[src/rtl/transmissor_paridade_pkg.sv]
// Shared definitions for the parity transmitter and its matching display decoder.
// Both ends call paridade_par so that they agree on the parity bit.
package pacote_paridade;

  localparam int LARG_COD     = 5;
  localparam int LARG_PALAVRA = LARG_COD + 1;
  localparam int COD_MAX      = 19;

  typedef enum logic [1:0] {
    OCIOSO,
    INICIO,
    DADOS,
    PARADA
  } estado_t;

  function automatic logic paridade_par(input logic [LARG_COD-1:0] codigo);
    return ^codigo;
  endfunction

endpackage

[src/rtl/transmissor_paridade_divisor_bit.sv]
// Bit-period divider: counts 0..CICLOS_POR_BIT-1 and pulses tick on the last count.
// tick_antes marks the count just before tick, so the stop bit can end a cycle early.
module divisor_bit #(
  parameter int CICLOS_POR_BIT = 4
) (
  input  logic clk,
  input  logic rst,
  input  logic limpa,
  output logic tick,
  output logic tick_antes
);

  localparam int LARG_CNT = (CICLOS_POR_BIT > 1) ? $clog2(CICLOS_POR_BIT) : 1;
  localparam logic [LARG_CNT-1:0] CNT_ULT = LARG_CNT'(CICLOS_POR_BIT - 1);
  localparam logic [LARG_CNT-1:0] CNT_PEN =
    (CICLOS_POR_BIT > 1) ? LARG_CNT'(CICLOS_POR_BIT - 2) : '0;

  logic [LARG_CNT-1:0] contagem;

  always_ff @(posedge clk or posedge rst) begin
    if (rst) begin
      contagem <= '0;
    end else if (limpa || tick) begin
      contagem <= '0;
    end else begin
      contagem <= contagem + 1'b1;
    end
  end

  assign tick       = (contagem == CNT_ULT);
  assign tick_antes = (CICLOS_POR_BIT > 1) && (contagem == CNT_PEN);

endmodule

[src/rtl/transmissor_paridade.sv]
// Accepts a character code, appends even parity (optionally corrupted), and presents
// the word in parallel and as a start/stop framed serial stream, MSB first.
//
// estado | meaning
// OCIOSO | line idle high, ready to accept a code
// INICIO | start bit (0)
// DADOS  | word bits palavra[5] down to palavra[0]
// PARADA | stop bit (1); the final stop cycle is spent back in OCIOSO
module transmissor_paridade #(
  parameter int LARG_COD       = pacote_paridade::LARG_COD,
  parameter int COD_MAX        = pacote_paridade::COD_MAX,
  parameter int CICLOS_POR_BIT = 4
) (
  input  logic                clk,
  input  logic                rst,
  input  logic [LARG_COD-1:0] codigo,
  input  logic                valido,
  input  logic                injeta_erro,
  output logic                pronto,
  output logic [LARG_COD:0]   palavra,
  output logic                palavra_valida,
  output logic                codigo_invalido,
  output logic                serial,
  output logic                ocupado
);

  import pacote_paridade::*;

  localparam int LARG_BIT = $clog2(LARG_COD + 1);
  localparam logic [LARG_BIT-1:0] ULT_BIT = LARG_BIT'(LARG_COD);
  localparam logic [LARG_BIT-1:0] PEN_BIT = LARG_BIT'(LARG_COD - 1);
  localparam logic [LARG_COD-1:0] COD_LIM = LARG_COD'(COD_MAX);

  estado_t             estado, estado_prox;
  logic [LARG_COD:0]   palavra_prox;
  logic [LARG_BIT-1:0] contagem_bit, bit_prox, indice;
  logic                serial_prox, pv_prox, ci_prox;
  logic                tick, tick_antes;

  divisor_bit #(
    .CICLOS_POR_BIT(CICLOS_POR_BIT)
  ) u_divisor (
    .clk       (clk),
    .rst       (rst),
    .limpa     (estado == OCIOSO),
    .tick      (tick),
    .tick_antes(tick_antes)
  );

  always_ff @(posedge clk or posedge rst) begin
    if (rst) begin
      estado          <= OCIOSO;
      palavra         <= '0;
      palavra_valida  <= 1'b0;
      codigo_invalido <= 1'b0;
      serial          <= 1'b1;
      ocupado         <= 1'b0;
      pronto          <= 1'b1;
      contagem_bit    <= '0;
    end else begin
      estado          <= estado_prox;
      palavra         <= palavra_prox;
      palavra_valida  <= pv_prox;
      codigo_invalido <= ci_prox;
      serial          <= serial_prox;
      ocupado         <= (estado_prox != OCIOSO);
      pronto          <= (estado_prox == OCIOSO);
      contagem_bit    <= bit_prox;
    end
  end

  always_comb begin
    estado_prox  = estado;
    palavra_prox = palavra;
    serial_prox  = serial;
    bit_prox     = contagem_bit;
    pv_prox      = 1'b0;
    ci_prox      = 1'b0;
    indice       = PEN_BIT - contagem_bit;
    unique case (estado)
      OCIOSO: begin
        serial_prox = 1'b1;
        if (valido && pronto) begin
          if (codigo <= COD_LIM) begin
            palavra_prox = {codigo, paridade_par(codigo) ^ injeta_erro};
            pv_prox      = 1'b1;
            estado_prox  = INICIO;
            serial_prox  = 1'b0;
            bit_prox     = '0;
          end else begin
            ci_prox = 1'b1;
          end
        end
      end
      INICIO: begin
        if (tick) begin
          estado_prox = DADOS;
          serial_prox = palavra[LARG_COD];
          bit_prox    = '0;
        end
      end
      DADOS: begin
        if (tick) begin
          if (contagem_bit == ULT_BIT) begin
            bit_prox    = '0;
            serial_prox = 1'b1;
            // with one cycle per bit the idle cycle alone forms the stop bit
            estado_prox = (CICLOS_POR_BIT == 1) ? OCIOSO : PARADA;
          end else begin
            bit_prox    = contagem_bit + 1'b1;
            serial_prox = palavra[indice];
          end
        end
      end
      PARADA: begin
        serial_prox = 1'b1;
        if (tick_antes) begin
          estado_prox = OCIOSO;
        end
      end
      default: begin
        estado_prox = OCIOSO;
        serial_prox = 1'b1;
      end
    endcase
  end

endmodule

[config.mk]
export PLATFORM = sky130hd
export DESIGN_NAME = transmissor_paridade
export DESIGN_NICKNAME = d
export VERILOG_FILES = /design/src/rtl/transmissor_paridade_pkg.sv /design/src/rtl/transmissor_paridade_divisor_bit.sv /design/src/rtl/transmissor_paridade.sv
export SDC_FILE = /design/constraint.sdc
export NUM_CORES = 1
export LEC_CHECK = 0
export CAP_MARGIN = 30
export CORE_MARGIN = 2
export CORE_UTILIZATION = 51
export CTS_BUF_LIST = sky130_fd_sc_hd__clkbuf_16
export CTS_CLUSTER_DIAMETER = 50
export DETAILED_ROUTE_END_ITERATION = 10
export GPL_TIMING_DRIVEN = 0
export PLACE_DENSITY = 0.81
export SYNTH_ARGS = -nofsm -noshare
export SYNTH_HDL_FRONTEND = slang
export SYNTH_SLANG_ARGS = --single-unit
[constraint.sdc]
create_clock -name clk -period 2.1 [get_ports clk]
set_input_delay 0.42 -clock clk [delete_from_list [all_inputs] [get_ports clk]]
set_output_delay 0.42 -clock clk [all_outputs]
set_load 0.02 [all_outputs]
---- Word level (Yosys, flattened, before mapping) ----
Index checks and enable logic that the tools add are counted.
operators by class
  bitwise logic cells ..................... 1
  multiplexer cells ....................... 27
  reductions and logical operators ........ 10
  add/sub/neg operators ................... 3
  equality and inequality tests ........... 10
  order comparisons ....................... 2
operators with widths
  kind                                                                           number
  3-bit two-way mux                                                              5
  2-bit two-way mux                                                              7
  1-bit two-way mux                                                              11
  3-bit one-hot mux with 3 select lines                                          1
  2-bit == test (second input constant)                                          4
  2-bit one-hot mux with 4 select lines                                          1
  5-bit less-or-equal comparator (second input constant)                         1
  5-bit AND reduction                                                            1
  5-bit XOR reduction                                                            1
  2-bit logical NOT                                                              2
  3-bit by 4-bit less-than comparator with 1-bit output (second input constant)  1
  2-bit by 1-bit != test with 1-bit output (second input constant)               2
  2-bit != test (second input constant)                                          2
  1-bit one-hot mux with 4 select lines                                          1
  3-bit by 1-bit adder with 3-bit output (second input constant)                 1
  1-bit binary-select mux with 3-bit select                                      1
  3-bit == test (second input constant)                                          1
  3-bit AND reduction                                                            1
  3-bit nonzero test                                                             1
  3-bit subtractor (first input constant)                                        1
  2-bit by 1-bit adder with 2-bit output (second input constant)                 1
  2-bit by 1-bit == test with 1-bit output (second input constant)               1
  2-bit AND reduction                                                            1
  2-bit nonzero test                                                             1
  3 further kinds                                                                3
word-level totals
  output and inout port bits .............. 11
  flip-flop bits (word level) ............. 18

---- Depth between registers and ports, before layout ----
  word-level depth ........................ 6
  mapped depth ............................ 7

---- By module ----
Synthesis repeated with hierarchy kept, for this count alone.
unflattened totals
  cell total of the unflattened synthesis .. 93
  area, all modules ....................... 1,056.0 sq um
modules (own cells, without submodules)
  module                sequential area each (sq um)  times used  cells each  area each (sq um)
  transmissor_paridade  402.9                         1           85          953.4
  divisor_bit           50.0                          1           8           102.6

---- Worst setup path before layout ----
OpenSTA, ideal clock, no wires.
  path type ............................... reg2reg
  start point ............................. reg contagem_bit[0]
  end point ............................... reg serial
  slack ................................... 0.378 ns
  data required time ...................... 2.014 ns
  period minus slack after synthesis ...... 1.722 ns
  arrival time ............................ 1.636 ns
  stages on the path, launching flop included .. 8
  library setup time ...................... 0.086 ns
  cells stage by stage .................... dfrtp_1 -> inv_1 -> ha_1 -> mux4_2 -> nand2b_1 -> nand4b_1 -> a31oi_1 -> o22ai_1
on the way
  longest elaborated chain between the ends .. 6
  elaborated cells between the ends (all ways) .. 7
  classes of those cells .................. 1 x add/sub; 1 x eq/ne; 5 x mux
ends and longest elaborated chain
  element                                    RTL line                     RTL
  start: declaration                         transmissor_paridade.sv:36   logic [LARG_BIT-1:0] contagem_bit, bit_prox, indice;
  start signal: assignment                   transmissor_paridade.sv:68   contagem_bit <= bit_prox;
  3-bit subtractor                           transmissor_paridade.sv:79   indice = PEN_BIT - contagem_bit;
  1-bit binary-select mux with 3-bit select  transmissor_paridade.sv:111  serial_prox = palavra[indice];
  1-bit two-way mux (not written as such)    transmissor_paridade.sv:111
  1-bit two-way mux *                        transmissor_paridade.sv:104  if (contagem_bit == ULT_BIT) begin
  1-bit two-way mux *                        transmissor_paridade.sv:103  if (tick) begin
  1-bit one-hot mux with 4 select lines *    transmissor_paridade.sv:80   unique case (estado)
  end signal: assignment                     transmissor_paridade.sv:65   serial <= serial_prox;
  end: declaration                           transmissor_paridade.sv:23   output logic serial,
Every way passes the cells marked *; elsewhere a longest branch is shown, timed or not. The select of a mux whose other input is x is not followed.
A chain may end at the register's enable or synchronous reset.

---- Final worst setup path ----
  start point ............................. in codigo[0]
  end point ............................... reg palavra[5]
on the way
  longest elaborated chain between the ends .. 2
ends and longest elaborated chain
  element                         RTL line                    RTL
  start: declaration              transmissor_paridade.sv:16  input logic [LARG_COD-1:0] codigo,
  5-bit less-or-equal comparator  transmissor_paridade.sv:84  if (codigo <= COD_LIM) begin
  3-bit AND reduction (no line)   -
  end signal: assignment          transmissor_paridade.sv:62  palavra <= palavra_prox;
  end: declaration                transmissor_paridade.sv:20  output logic [LARG_COD:0] palavra,
No other way between the ends.

==> results_dict.tcl <==
set metrics [dict create \
    status "complete, no violations" \
    cp.required_ns 2.23 \
    maxSlewHeadroom 0.544 \
    root_buffer "clkbuf_16" \
    cellLeakagePower_nw 0.645 \
    viasPerCell 5.44 \
    drt-pass1-iter-count 4 \
    hold_end "u_divisor.contagem[0]" \
    initial_core_util 0.549 \
    synth_cell_types 32 \
    worstRegToRegCells 6 \
    r2r_end "palavra[5]" \
    finalSetupViolCount 0 \
    wirelength_um 2200 \
    holdWs_ns 0.464 \
    ys_ff_latch 18 \
    startpoint_type "input pin" \
    timing.reg2reg.setup_slack_ns 0.18 \
    syn_inst 105 \
    slew_violations 0 \
    die_x_um 50.4 \
    min_from "u_divisor.contagem[0]" \
    synth_area_leader_cell "dfrtp_1" \
    pre_cts_ws_ns -0.207 \
    ys_warn_count 0 \
    area.growth.synth_to_final_pct 31.3 \
    antenna_found_initial 0 \
    grt_use_total 0.191 \
    arrival_ns 2.16 \
    cts_buffers 3 \
    crit_path_max_fanout 6 \
    min_path_cells 1 \
    grt_max_degree 19 \
    ant_nets 0 \
    critical-path-top-delay-family "compound AO/OA/AOI/OAI gates" \
    fillers 140 \
    grt_pass1_vias 864 \
    worst_slew_pin_slew_ns 0.683 \
    row_count 16 \
    yosysSeqAreaShare 0.412 \
    die_y_um 50.4 \
    ys_top_cells_by_area "dfrtp_1 36%, ha_1 14%, mux2_2 5.1%" \
    irDropWorstVdd_mv 0.954 \
    dp_hpwl_um 1610 \
    max_freq_ghz 0.494 \
    fin_nets 155 \
    first_iter_violations 13 \
    cts_hold_buffers 0 \
    hp-class "flip-flop to flip-flop" \
    clock_latency_ns 0.25 \
    clk_pin_slew_worst_paths_ns 0.05 \
    die-area_um2 2540 \
    critical_path.cell_chain "clkdlybuf4s50_1 -> a211o_1 -> a211oi_4 -> buf_4 -> mux2_1" \
    period_share 0.964 \
    skew_ns 0.00518 \
    clk_path_buf_depth 2 \
    syn-num-nets 126 \
    grt_first_pass_wirelength_um 3690 \
    route.detailed.wl_per_inst_um 13.8 \
    crit_path_top_delay_cell "clkdlybuf4s50_1" \
    gp_congestion 0.843 \
    endpoint_kind "flip-flop" \
    cp_num_buf_inv 2 \
    worstReg2RegStart "estado[1]" \
    port_buffers 19 \
    cpPeakStageDelay_ns 0.44 \
    min_period_ns 2.02 \
    synth_area_um2 1100 \
    drive_gt1_frac 0.158 \
    core-area_um2 2000 \
    max_cap_violations 0 \
    h-tree-depth 1 \
    report.final.hold_viol_count 0 \
    drc_errors 0 \
    crit_type "input pin to flip-flop" \
    worst_slack_ns 0.0756 \
    vias 871 \
    cts_sinks 18 \
    cts_tree "done" \
    syn_avg_cell_area_um2 10.5 \
    diodes 0 \
    p_per_area_nw_per_um2 1470 \
    grt_overflow 0 \
    ios 20 \
    netlist.area_leader.share 0.364 \
]
[worst max path at each step]
stage	slack [ns]	start	cells past startpoint	to
after floorplan	0.38	contagem_bit[0]	7	serial
after global placement	-0.18	codigo[2]	8	ocupado
after detailed placement	-0.21	codigo[3]	8	contagem_bit[2]
after CTS	0.04	codigo[2]	8	ocupado
after global routing	-0.006	codigo[0]	5	palavra[5]
final	0.08	codigo[0]	5	palavra[5]
[registers in the layout, indices dropped and copies added (netlist names)]
name / count
codigo_invalido: 1
ocupado: 1
u_divisor.contagem: 2
palavra: 6
contagem_bit: 3
estado: 2
palavra_valida: 1
pronto: 1
serial: 1
[Yosys cell counts (all sizes together)]
library cell	n
a21oi	4
clkbuf	1
nand4b	1
o41ai	1
nand2	9
nand2b	2
inv	13
o22ai	1
xnor2	3
a21boi	1
mux4	2
dfrtp	16
o31ai	1
ha	12
mux2	6
a211oi	1
dfstp	2
nand3	3
nor2	4
a211o	2
o21ai	7
o2bb2ai	1
o311ai	1
a31oi	2
o31a	1
nor3b	1
o21bai	1
nor2b	3
nor3	3
[routing by layer]
metal,GRT usage,share of wire,routed length [µm]
met1,0.226,0.42,932
met2,0.351,0.50,1110
met3,0.0268,0.049,108
met4,0.0676,0.025,56
met5,0,0,0
[cell families (layout without fill, tap and decap cells)]
family / Yosys count / in the layout / share of synthesized area
simple gates: 26 / 26 / 0.115
flops: 18 / 18 / 0.412
buf+inv: 14 / 42 / 0.0478
compound gates: 24 / 24 / 0.162
fa+ha+maj: 12 / 12 / 0.137
xor+xnor: 3 / 3 / 0.0239
mux: 8 / 8 / 0.102
[power by group]
part,switching (mW),internal [mW]
clock network,0.125,0.253
registers,0.136,0.507
logic,0.567,0.539
[worst register-to-register path: stages, from the launching register on]
cell      delay, ns
dfrtp_1        0.44
inv_1          0.17
ha_1           0.26
inv_1          0.11
a211oi_4       0.32
buf_4          0.20
mux2_1         0.31
[layout make-up]
cell class              count  area, µm²  area share
plain buffers               1       3.75     0.00260
well taps                  27       33.8      0.0234
clock buffers               3       75.1      0.0520
clock inverters             1       3.75     0.00260
multi-input cells          73        597       0.414
repair buffers             24        228       0.158
flip-flops and latches     18        453       0.314
inverters                  13       48.8      0.0338
[layout by cell type (no fill, tap or decap), types with 4 or more instances in the layout]
cell,count
nor2_1,4
clkdlybuf4s50_1,19
dfrtp_1,16
inv_1,13
mux2_2,5
o21ai_0,5
nand2_1,9
buf_4,5
ha_1,12
a21oi_1,4
[through the flow]
step | instances | area (µm²) | setup TNS [ns] | power (mW) | util
finish | 160 | 1440 | 0 | 2.13 | 0.721
floorplan | 105 | 1100 | 0 | 1.36 | -
global placement | 151 | 1320 | -1.30 | 1.67 | 0.661
global route | 160 | 1440 | -0.00585 | 2.27 | 0.721
detailed placement | 151 | 1320 | -1.62 | 1.71 | 0.661
CTS | 155 | 1400 | 0 | 2.11 | 0.700
[what timing repair did]
| action | CTS | global route |
|---|---|---|
| setup buffers | 0 | 5 |
| endpoints found under the setup margin | 0 | 5 |
| resized for setup | 0 | 1 |
Note: power is estimated with default switching activity, not from simulation.
